==> config.mk <==
export PLATFORM = sky130hd
export DESIGN_NAME = dlx_fetch_unit
export DESIGN_NICKNAME = d
export VERILOG_FILES = /design/src/rtl/dlx_fetch_pkg.sv /design/src/rtl/dlx_fetch_queue.sv /design/src/rtl/dlx_fetch_unit.sv
export SDC_FILE = /design/constraint.sdc
export NUM_CORES = 1
export LEC_CHECK = 0
export CAP_MARGIN = 15
export CORE_ASPECT_RATIO = 1.75
export CORE_MARGIN = 2
export CORE_UTILIZATION = 35
export CTS_BUF_LIST = sky130_fd_sc_hd__clkbuf_16
export CTS_CLUSTER_DIAMETER = 40
export CTS_CLUSTER_SIZE = 20
export DETAILED_ROUTE_END_ITERATION = 7
export PLACE_DENSITY_LB_ADDON = 0.12
export SKIP_LAST_GASP = 1
export SYNTH_ARGS = -nofsm -noshare
export SYNTH_HDL_FRONTEND = slang
export SYNTH_HIERARCHICAL = 1
export SYNTH_SLANG_ARGS = --single-unit
export TNS_END_PERCENT = 5
==> constraint.sdc <==
create_clock -name Clk -period 5.35 [get_ports Clk]
set_input_delay 0.535 -clock Clk [delete_from_list [all_inputs] [get_ports Clk]]
set_output_delay 0.535 -clock Clk [all_outputs]
set_load 0.01 [all_outputs]
==> src/rtl/dlx_fetch_pkg.sv <==
// Shared types and constants for the DLX instruction fetch stage.
package dlx_fetch_pkg;

  // DLX NOP (opcode 0x15), presented to decode while the queue is empty.
  localparam logic [31:0] DLX_NOP_INSTR = 32'h5400_0000;
  localparam logic [31:0] DLX_RESET_PC  = 32'h0000_0000;
  localparam int unsigned QUEUE_DEPTH   = 2;

  typedef enum logic [1:0] {
    IDLE  = 2'd0,
    WAIT  = 2'd1,
    DRAIN = 2'd2
  } fetch_state_t;

  // One prefetched instruction and the address following it.
  typedef struct packed {
    logic [31:0] ir;
    logic [31:0] npc;
  } fetch_entry_t;

endpackage

==> src/rtl/dlx_fetch_queue.sv <==
// Two-entry prefetch FIFO: push, pop, synchronous flush, occupancy and head read.
// Flush wins over push and pop; pop from an empty queue does nothing.
module dlx_fetch_queue
  import dlx_fetch_pkg::*;
(
  input  logic         clk_i,
  input  logic         rst_i,
  input  logic         push_i,
  input  logic         pop_i,
  input  logic         flush_i,
  input  fetch_entry_t wdata_i,
  output logic [1:0]   count_o,
  output fetch_entry_t head_o
);

  fetch_entry_t e0_q, e0_d, e1_q, e1_d;
  logic [1:0]   count_q, count_d;
  logic         pop_ok;

  assign pop_ok  = pop_i && (count_q != 2'd0);
  assign count_o = count_q;
  assign head_o  = e0_q;

  // Next-state of the two slots; e0 is always the head.
  always_comb begin
    e0_d    = e0_q;
    e1_d    = e1_q;
    count_d = count_q;
    if (flush_i) begin
      count_d = 2'd0;
    end else if (push_i && pop_ok) begin
      if (count_q == 2'd1) begin
        e0_d = wdata_i;
      end else begin
        e0_d = e1_q;
        e1_d = wdata_i;
      end
    end else if (push_i) begin
      if (count_q == 2'd0) begin
        e0_d    = wdata_i;
        count_d = 2'd1;
      end else if (count_q == 2'd1) begin
        e1_d    = wdata_i;
        count_d = 2'd2;
      end
    end else if (pop_ok) begin
      e0_d    = e1_q;
      count_d = count_q - 2'd1;
    end
  end

  // Slot and occupancy registers.
  always_ff @(posedge clk_i or posedge rst_i) begin
    if (rst_i) begin
      e0_q    <= '0;
      e1_q    <= '0;
      count_q <= 2'd0;
    end else begin
      e0_q    <= e0_d;
      e1_q    <= e1_d;
      count_q <= count_d;
    end
  end

endmodule

==> src/rtl/dlx_fetch_unit.sv <==
// DLX instruction fetch stage: PC, single-outstanding IMEM requests, 2-entry
// prefetch queue and valid/ready handoff of IR + NPC to decode.
// Optional macro DLX_FETCH_PERF_EN adds a saturating FETCH_COUNT transfer counter.
module dlx_fetch_unit
  import dlx_fetch_pkg::*;
#(
  parameter int unsigned           ADDR_WIDTH = 32,
  parameter logic [ADDR_WIDTH-1:0] RESET_PC   = ADDR_WIDTH'(DLX_RESET_PC),
  parameter logic [31:0]           NOP_INSTR  = DLX_NOP_INSTR
) (
  input  logic                  Clk,
  input  logic                  Rst,
  output logic                  IMEM_REQ,
  output logic [ADDR_WIDTH-1:0] IMEM_ADDR,
  input  logic                  IMEM_ACK,
  input  logic [31:0]           IMEM_RDATA,
  output logic [31:0]           IR_OUT,
  output logic                  IR_VALID,
  input  logic                  IR_READY,
  output logic [ADDR_WIDTH-1:0] NPC_OUT,
  input  logic                  REDIRECT_EN,
  input  logic [ADDR_WIDTH-1:0] REDIRECT_PC
`ifdef DLX_FETCH_PERF_EN
  ,
  output logic [31:0]           FETCH_COUNT
`endif
);

  fetch_state_t          state_q, state_d;
  logic [ADDR_WIDTH-1:0] pc_q, pc_d, addr_q, addr_d;
  logic                  req_q, req_d;
  logic [ADDR_WIDTH-1:0] pc_plus4, redirect_pc;
  logic                  q_push, q_flush, transfer;
  logic [1:0]            q_count;
  fetch_entry_t          q_wdata, q_head;

  assign pc_plus4    = pc_q + ADDR_WIDTH'(4);
  assign redirect_pc = {REDIRECT_PC[ADDR_WIDTH-1:2], 2'b00};
  assign transfer    = IR_VALID && IR_READY;
  assign q_flush     = REDIRECT_EN;
  assign q_wdata     = '{ir: IMEM_RDATA, npc: 32'(pc_plus4)};

  dlx_fetch_queue u_queue (
    .clk_i   (Clk),
    .rst_i   (Rst),
    .push_i  (q_push),
    .pop_i   (transfer),
    .flush_i (q_flush),
    .wdata_i (q_wdata),
    .count_o (q_count),
    .head_o  (q_head)
  );

  // Fetch FSM: issue only when a slot is guaranteed free, drain a stale ack after redirect.
  always_comb begin
    state_d = state_q;
    pc_d    = pc_q;
    req_d   = req_q;
    addr_d  = addr_q;
    q_push  = 1'b0;
    if (REDIRECT_EN) begin
      pc_d = redirect_pc;
    end
    unique case (state_q)
      IDLE: begin
        if (!REDIRECT_EN && (q_count < 2'd2)) begin
          state_d = WAIT;
          req_d   = 1'b1;
          addr_d  = pc_q;
        end
      end
      WAIT: begin
        if (IMEM_ACK) begin
          state_d = IDLE;
          req_d   = 1'b0;
          if (!REDIRECT_EN) begin
            q_push = 1'b1;
            pc_d   = pc_plus4;
          end
        end else if (REDIRECT_EN) begin
          state_d = DRAIN;
        end
      end
      DRAIN: begin
        if (IMEM_ACK) begin
          state_d = IDLE;
          req_d   = 1'b0;
        end
      end
      default: begin
        state_d = IDLE;
        req_d   = 1'b0;
      end
    endcase
  end

  // FSM, PC and request registers.
  always_ff @(posedge Clk or posedge Rst) begin
    if (Rst) begin
      state_q <= IDLE;
      pc_q    <= RESET_PC;
      addr_q  <= RESET_PC;
      req_q   <= 1'b0;
    end else begin
      state_q <= state_d;
      pc_q    <= pc_d;
      addr_q  <= addr_d;
      req_q   <= req_d;
    end
  end

  assign IMEM_REQ  = req_q;
  assign IMEM_ADDR = addr_q;
  assign IR_VALID  = (q_count != 2'd0);
  assign IR_OUT    = IR_VALID ? q_head.ir : NOP_INSTR;
  assign NPC_OUT   = IR_VALID ? ADDR_WIDTH'(q_head.npc) : '0;

`ifdef DLX_FETCH_PERF_EN
  logic [31:0] fetch_count_q, fetch_count_d;

  // Saturating count of completed decode transfers, redirect-coincident ones included.
  always_comb begin
    fetch_count_d = fetch_count_q;
    if (transfer && (fetch_count_q != 32'hFFFF_FFFF)) begin
      fetch_count_d = fetch_count_q + 32'd1;
    end
  end

  // Counter register.
  always_ff @(posedge Clk or posedge Rst) begin
    if (Rst) begin
      fetch_count_q <= 32'd0;
    end else begin
      fetch_count_q <= fetch_count_d;
    end
  end

  assign FETCH_COUNT = fetch_count_q;
`endif

endmodule

### Word level (Yosys, flattened, before mapping)

Index checks and enable logic that the tools add are counted.

* add/subtract/negate cells: 2
* multiply operators: 0
* divide/modulo/power cells: 0
* $lt $le $gt $ge: 1
* equal/unequal tests: 12
* shifts and indexed selects: 0
* mux-type cells: 32
* bitwise gates (word level): 1
* reductions and logical operators: 18

Operators by type and width (count)
* 2-to-1 mux 64 bit: 9
* 2-to-1 mux 32 bit: 6
* adder 32 x 3 -> 32 bit (second input constant): 1
* 2-to-1 mux 2 bit: 10
* AND reduction 3 bit: 3
* != test 2 bit (second input constant): 4
* != test 3 bit (second input constant): 2
* case mux 2 bit (3 select lines): 1
* nonzero test 3 bit: 2
* 2-to-1 mux 1 bit: 5
* equality test 2 x 1 -> 1 bit (second input constant): 2
* logical AND 1 bit: 4
* zero test 2 bit: 2
* != test 2 x 1 -> 1 bit (second input constant): 2
* != test 4 bit (second input constant): 1
* AND reduction 2 bit: 2
* AND reduction 4 bit: 1
* nonzero test 2 bit: 2
* equality test 2 bit (second input constant): 1
* less-than comparator 2 bit (second input constant): 1
* case mux 1 bit (2 select lines): 1
* OR reduction 2 bit: 1
* subtractor 2 x 1 -> 2 bit (second input constant): 1
* zero test 1 bit: 1
* NOT 1 bit: 1

* register bits: 197
* latch bits: 0
* bits in writable memories: 0
* ROM bits: 0
* input bits: 69
* output and inout bits: 98
* logic and storage cells: 75
* memories kept: 0

### Logic depth before layout (Yosys ltp)

* word-level depth: 7
* depth in mapped cells: 12
* gate-level depth less buffers: 8

### By module

Netlist, hierarchy kept.

Modules (own cells, without submodules)
* dlx_fetch_queue: instances 1, cells an instance 511, area an instance 5497.8 um^2, seq. area each 3253.1 um^2
* dlx_fetch_unit: instances 1, cells an instance 456, area an instance 4179.0 um^2, seq. area each 1676.6 um^2

### Worst setup path after synthesis

Ideal clock, no wire load.

* path kind: reg2reg
* start point: register state_q[1]
* end point: register u_queue.e0_q (netlist bit u_queue/head_o[0])
* setup time: 0.141 ns
* arrival time: 2.093 ns
* data required time: 5.209 ns
* setup slack: 3.116 ns
* stages on the path, launching flop included: 12
* path buffers: 4
* period minus slack after synthesis: 2.234 ns
* cells stage by stage: dfrtp_1 -> inv_1 -> ha_1 -> nand2_1 -> buf_1 -> nor2_1 -> buf_4 -> nand2_1 -> a21oi_1 -> clkbuf_1 -> clkbuf_1 -> a31oi_1

* longest elaborated chain between the ends: 5
* elaborated cells between the ends (all ways): 8
* classes of those cells: eq/ne: 2; mux: 3; reduce/logical: 3

RTL lines
* start: declaration: line dlx_fetch_unit.sv:29 `fetch_state_t state_q, state_d;`
* start signal: assignment: line dlx_fetch_unit.sv:105 `state_q <= state_d;`
* equality test 2 x 1 -> 1 bit *: line dlx_fetch_unit.sv:64 `unique case (state_q)`
* 2-to-1 mux 1 bit *: line dlx_fetch_unit.sv:64
* named net q_push: line dlx_fetch_unit.sv:33 `logic q_push, q_flush, transfer;`
* logical AND 1 bit: line dlx_fetch_queue.sv:31 `end else if (push_i && pop_ok) begin`
* != test 3 bit (no source line) / nonzero test 3 bit (equally long branches)
* AND reduction 3 bit (no source line)
* end signal: assignment: line dlx_fetch_queue.sv:55 `e0_q <= '0;`
* end signal: assignment: line dlx_fetch_queue.sv:59 `e0_q <= e0_d;`
* end: declaration: line dlx_fetch_queue.sv:16 `fetch_entry_t e0_q, e0_d, e1_q, e1_d;`

Mark *: on every way through the listed nets, which the timed path passes. The rest lies on a longest branch.
A chain may end at the register's enable or synchronous reset.

### Worst setup path in the final report

* start point: register state_q[1]
* end point: register u_queue/e1_q[59] (netlist bit)

* longest elaborated chain between the ends: 5
* elaborated cells between the ends (all ways): 8
* classes of those cells: eq/ne: 3; mux: 2; reduce/logical: 3

RTL lines
* equality test 2 x 1 -> 1 bit *: line dlx_fetch_unit.sv:64
* 2-to-1 mux 1 bit *: line dlx_fetch_unit.sv:64
* named net q_push: line dlx_fetch_unit.sv:33
* logical AND 1 bit: line dlx_fetch_queue.sv:31
* != test 2 bit (no source line), or another cell as far along
* AND reduction 4 bit (no source line)
* end signal: assignment: line dlx_fetch_queue.sv:56 `e1_q <= '0;`
* end signal: assignment: line dlx_fetch_queue.sv:60 `e1_q <= e1_d;`
* end: declaration: line dlx_fetch_queue.sv:16

Marks and branches as above.

==> impl_results.md <==
* Status: finished, final reports clean
* Syn avg cell area at 10.0 um^2
* Critical path endpoint: u_queue/e1_q[59]
* Post-DR wirelength/cell at 16.6 um
* Slowest cell on crit path: nor2_1
* Antenna violations before repair at 0
* R2R cell count at 7
* Design Area, Final at 12000 um^2
* Fin cells at 1469
* CTS resizes at 0
* Power density cells at 436 nW/um^2
* Clock latency on the worst-skew pair at 0.45 ns
* Clk slew on worst S/H paths at 0.07 ns
* Grt total ovfl at 0
* Vias post-DR at 7320
* Post-CTS Setup Bufs at 0
* ANT nets after route at 0
* Critical path launch point type: register
* Leading area contributor after synthesis: dfrtp_1
* Via density at 4.98
* Post-route DRC at 0
* Critical R2R Launch: state_q[1]
* CTS HTree Levels at 4
* Netlist Area Pre-Place at 9680 um^2
* CP max FO at 36
* Num ports at 167
* Most common cell in the netlist: dfrtp_1
* Placed inst area at 11500 um^2
* Relative slew slack at 36.5%
* #FFs+latches synth at 197
* Asr flop ratio synth at 100%
* N_diodes at 0
* Slowest stage delay, CP at 0.56 ns
* Tightest Hold Check Type: reg -> reg
* Synth top area share at 50.9%
* R2R setup slack at 2.35 ns
* Pin count of the biggest net entering global routing at 99
* Max Cap Viol at 0
* Final Hold Violating Endpoints at 0
* Final max-slew violation count at 0
* Layout cells sized above 1 at 12.2%
* RSZ-0062 raised after global routing: false
* Die area at 29000 um^2
* CP Class: reg -> reg
* Achievable Freq at 334 MHz
* Initial DRC Count at 255
* Fin worst setup slack at 2.35 ns
* Syn nets at 1043
* Synth cell count leaders: dfrtp_1 (197), nand2_1 (161), nor2_1 (91), mux2_2 (85), a31oi_1 (82)
* Area added between synthesis and finish at 24.3%
* Clk sinks at 197
* Worst slack at placement at 1.87 ns
* Cells after DPL at 1439
* # fillers at 2685
* Leak pwr at 4.91 nW
* Final period util at 56.0%
* CTS Hold Buffers Added at 0
* Hpwl dp at 16600 um
* Clk buf depth at 2
* Die Y at 224 um
* 1st-pass router iterations at 4
* Core area at 27200 um^2
* Ys Warns at 6
* Min Hold Slack at 0.491 ns
* DIE WIDTH at 130 um
* GRT Total Usage at 17.4%
* Port Buffers at 164
* Post-synth EDFFs at 0
* Worst setup startpoint: state_q[1]
* WP data arrival at 3.32 ns
* Clk_skew at 0.00854 ns
* Crit end category: register
* CTS Buf Count at 17
* Synth top area cells: dfrtp_1 (51%), mux2_2 (9.9%), nand2_1 (6.2%)
* Slew @ Worst Pin at 0.947 ns
* Initial Utilization at 35.5%
* Mapped Cells at 967
* Final Setup Violations at 0
* First-pass GRT wire length at 39300 um
* Row count at 80
* Final min period at 3.00 ns
* Yosys cell types at 51
* Sequential area share after synthesis at 50.9%
* Post-synth top flop: dfrtp_1
* Total Nets Final at 1165
* WL final at 24400 um
* Final setup TNS at 0 ns
* GP Congestion at 0.756
* Worst VDD drop at 247 uV
* Vias in the first global route at 7225
* CTS tree: yes
* Crit-path cells: inv_1 > ha_1 > nand2_1 > nor2_1 > nand3_4 > buf_4 > mux2_1
* Required @ worst endpoint at 5.68 ns
* Clk root buf: clkbuf_16
* Crit Reg-Reg Endpoint: u_queue/e1_q[59]
==> report_power, final <==
group	leakage, nW	switching (W)	total [W]	internal [W]
logic	2.19	0.000826	0.00181	0.000982
clock network	0.252	0.000560	0.00113	0.000570
registers	2.46	0.000288	0.00230	0.00201
total	4.91	0.00167	0.00524	0.00356
==> worst max-delay path, delay by kind of cell, from the launching register on <==
kind | cells | cell delay, ns
buf+inv | 2 | 0.59
mux | 1 | 0.38
flops | 1 | 0.40
simple gates | 3 | 1.22
fa+ha+maj | 1 | 0.23
==> placed cells by master, fill, tap and decap left out, types with 3 or more instances in the layout <==
master / synthesis / layout
and3_1: 5 / 5
o31ai_1: 11 / 11
buf_4: 8 / 12
ha_1: 7 / 7
inv_1: 10 / 14
or3_1: 5 / 5
nand4_1: 12 / 12
clkbuf_16: 0 / 17
and2_1: 65 / 64
or4_1: 13 / 13
mux2_2: 85 / 85
clkinv_1: 1 / 5
xnor2_1: 24 / 24
nand2_1: 161 / 161
clkdlybuf4s50_1: 0 / 164
mux2_1: 11 / 11
or2_2: 3 / 3
nor2_1: 91 / 91
xor2_1: 16 / 16
a21oi_1: 5 / 4
o21ai_0: 16 / 16
and4_1: 3 / 3
a31oi_1: 82 / 82
nand3_1: 15 / 15
nor4_1: 8 / 8
nor3_1: 11 / 11
dfrtp_1: 197 / 197
nor2b_1: 3 / 3
nand2b_1: 9 / 9
==> cell type report <==
type                       instances  area [um^2]  area share (%)
timing repair buffer             177         1750            14.6
clock buffer                      17          425            3.54
tap                              369          462            3.84
clock inverter                    13         57.6           0.479
multi-input combinational        685         4350            36.2
sequential                       197         4930            41.0
inverter                          11         46.3           0.385
==> state kept, by name, summed over array words and instances, names as in the netlist <==
name / count
state_q: 2
IMEM_REQ: 1
pc_q: 32
u_queue/head_o: 64
u_queue/count_o: 2
IMEM_ADDR: 32
u_queue/e1_q: 64
==> worst min-delay path by stage <==
| stage | startpoint | endpoint | slack, ns | cells after the start |
|---|---|---|---|---|
| 5_1_grt | u_queue/e1_q[0] | u_queue/e1_q[0] | 0.50 | 1 |
| 3_3_place_gp | u_queue/e1_q[53] | u_queue/e1_q[53] | 0.47 | 1 |
| 2_1_floorplan | u_queue/e1_q[0] | u_queue/e1_q[0] | 0.46 | 1 |
| 3_5_place_dp | u_queue/e1_q[54] | u_queue/e1_q[54] | 0.48 | 1 |
| 6_report | u_queue/e1_q[57] | u_queue/e1_q[57] | 0.49 | 1 |
| 4_1_cts | u_queue/e1_q[54] | u_queue/e1_q[54] | 0.50 | 1 |
==> routing by layer <==
layer,vias up,track usage [%],routed length [um]
met4,0,7.63,688
met5,-,0,0
met2,146,29.4,12500
li1,3581,-,-
met1,3562,21.7,10500
met3,31,2.84,749
==> stage by stage <==
stage | utilization (%) | power [W]
after global placement | 42.4 | 0.00414
after global routing | 44.2 | 0.00560
after floorplan | - | 0.00337
after CTS | 44.2 | 0.00533
final | 44.2 | 0.00524
after detailed placement | 42.4 | 0.00417
==> cell families (layout without fill, tap and decap cells) <==
| logic type | Yosys count | in the layout | synth area share [%] |
|---|---|---|---|
| and+or+nand+nor | 415 | 415 | 20.6 |
| DFF | 197 | 197 | 50.9 |
| AOI/OAI and AO/OA | 125 | 125 | 8.17 |
| muxes | 98 | 98 | 11.4 |
| buffers and inverters | 85 | 218 | 4.33 |
| xor gates and xnor gates | 40 | 40 | 3.62 |
| adders and majority gates | 7 | 7 | 0.905 |
(Power assumes the default switching activity.)
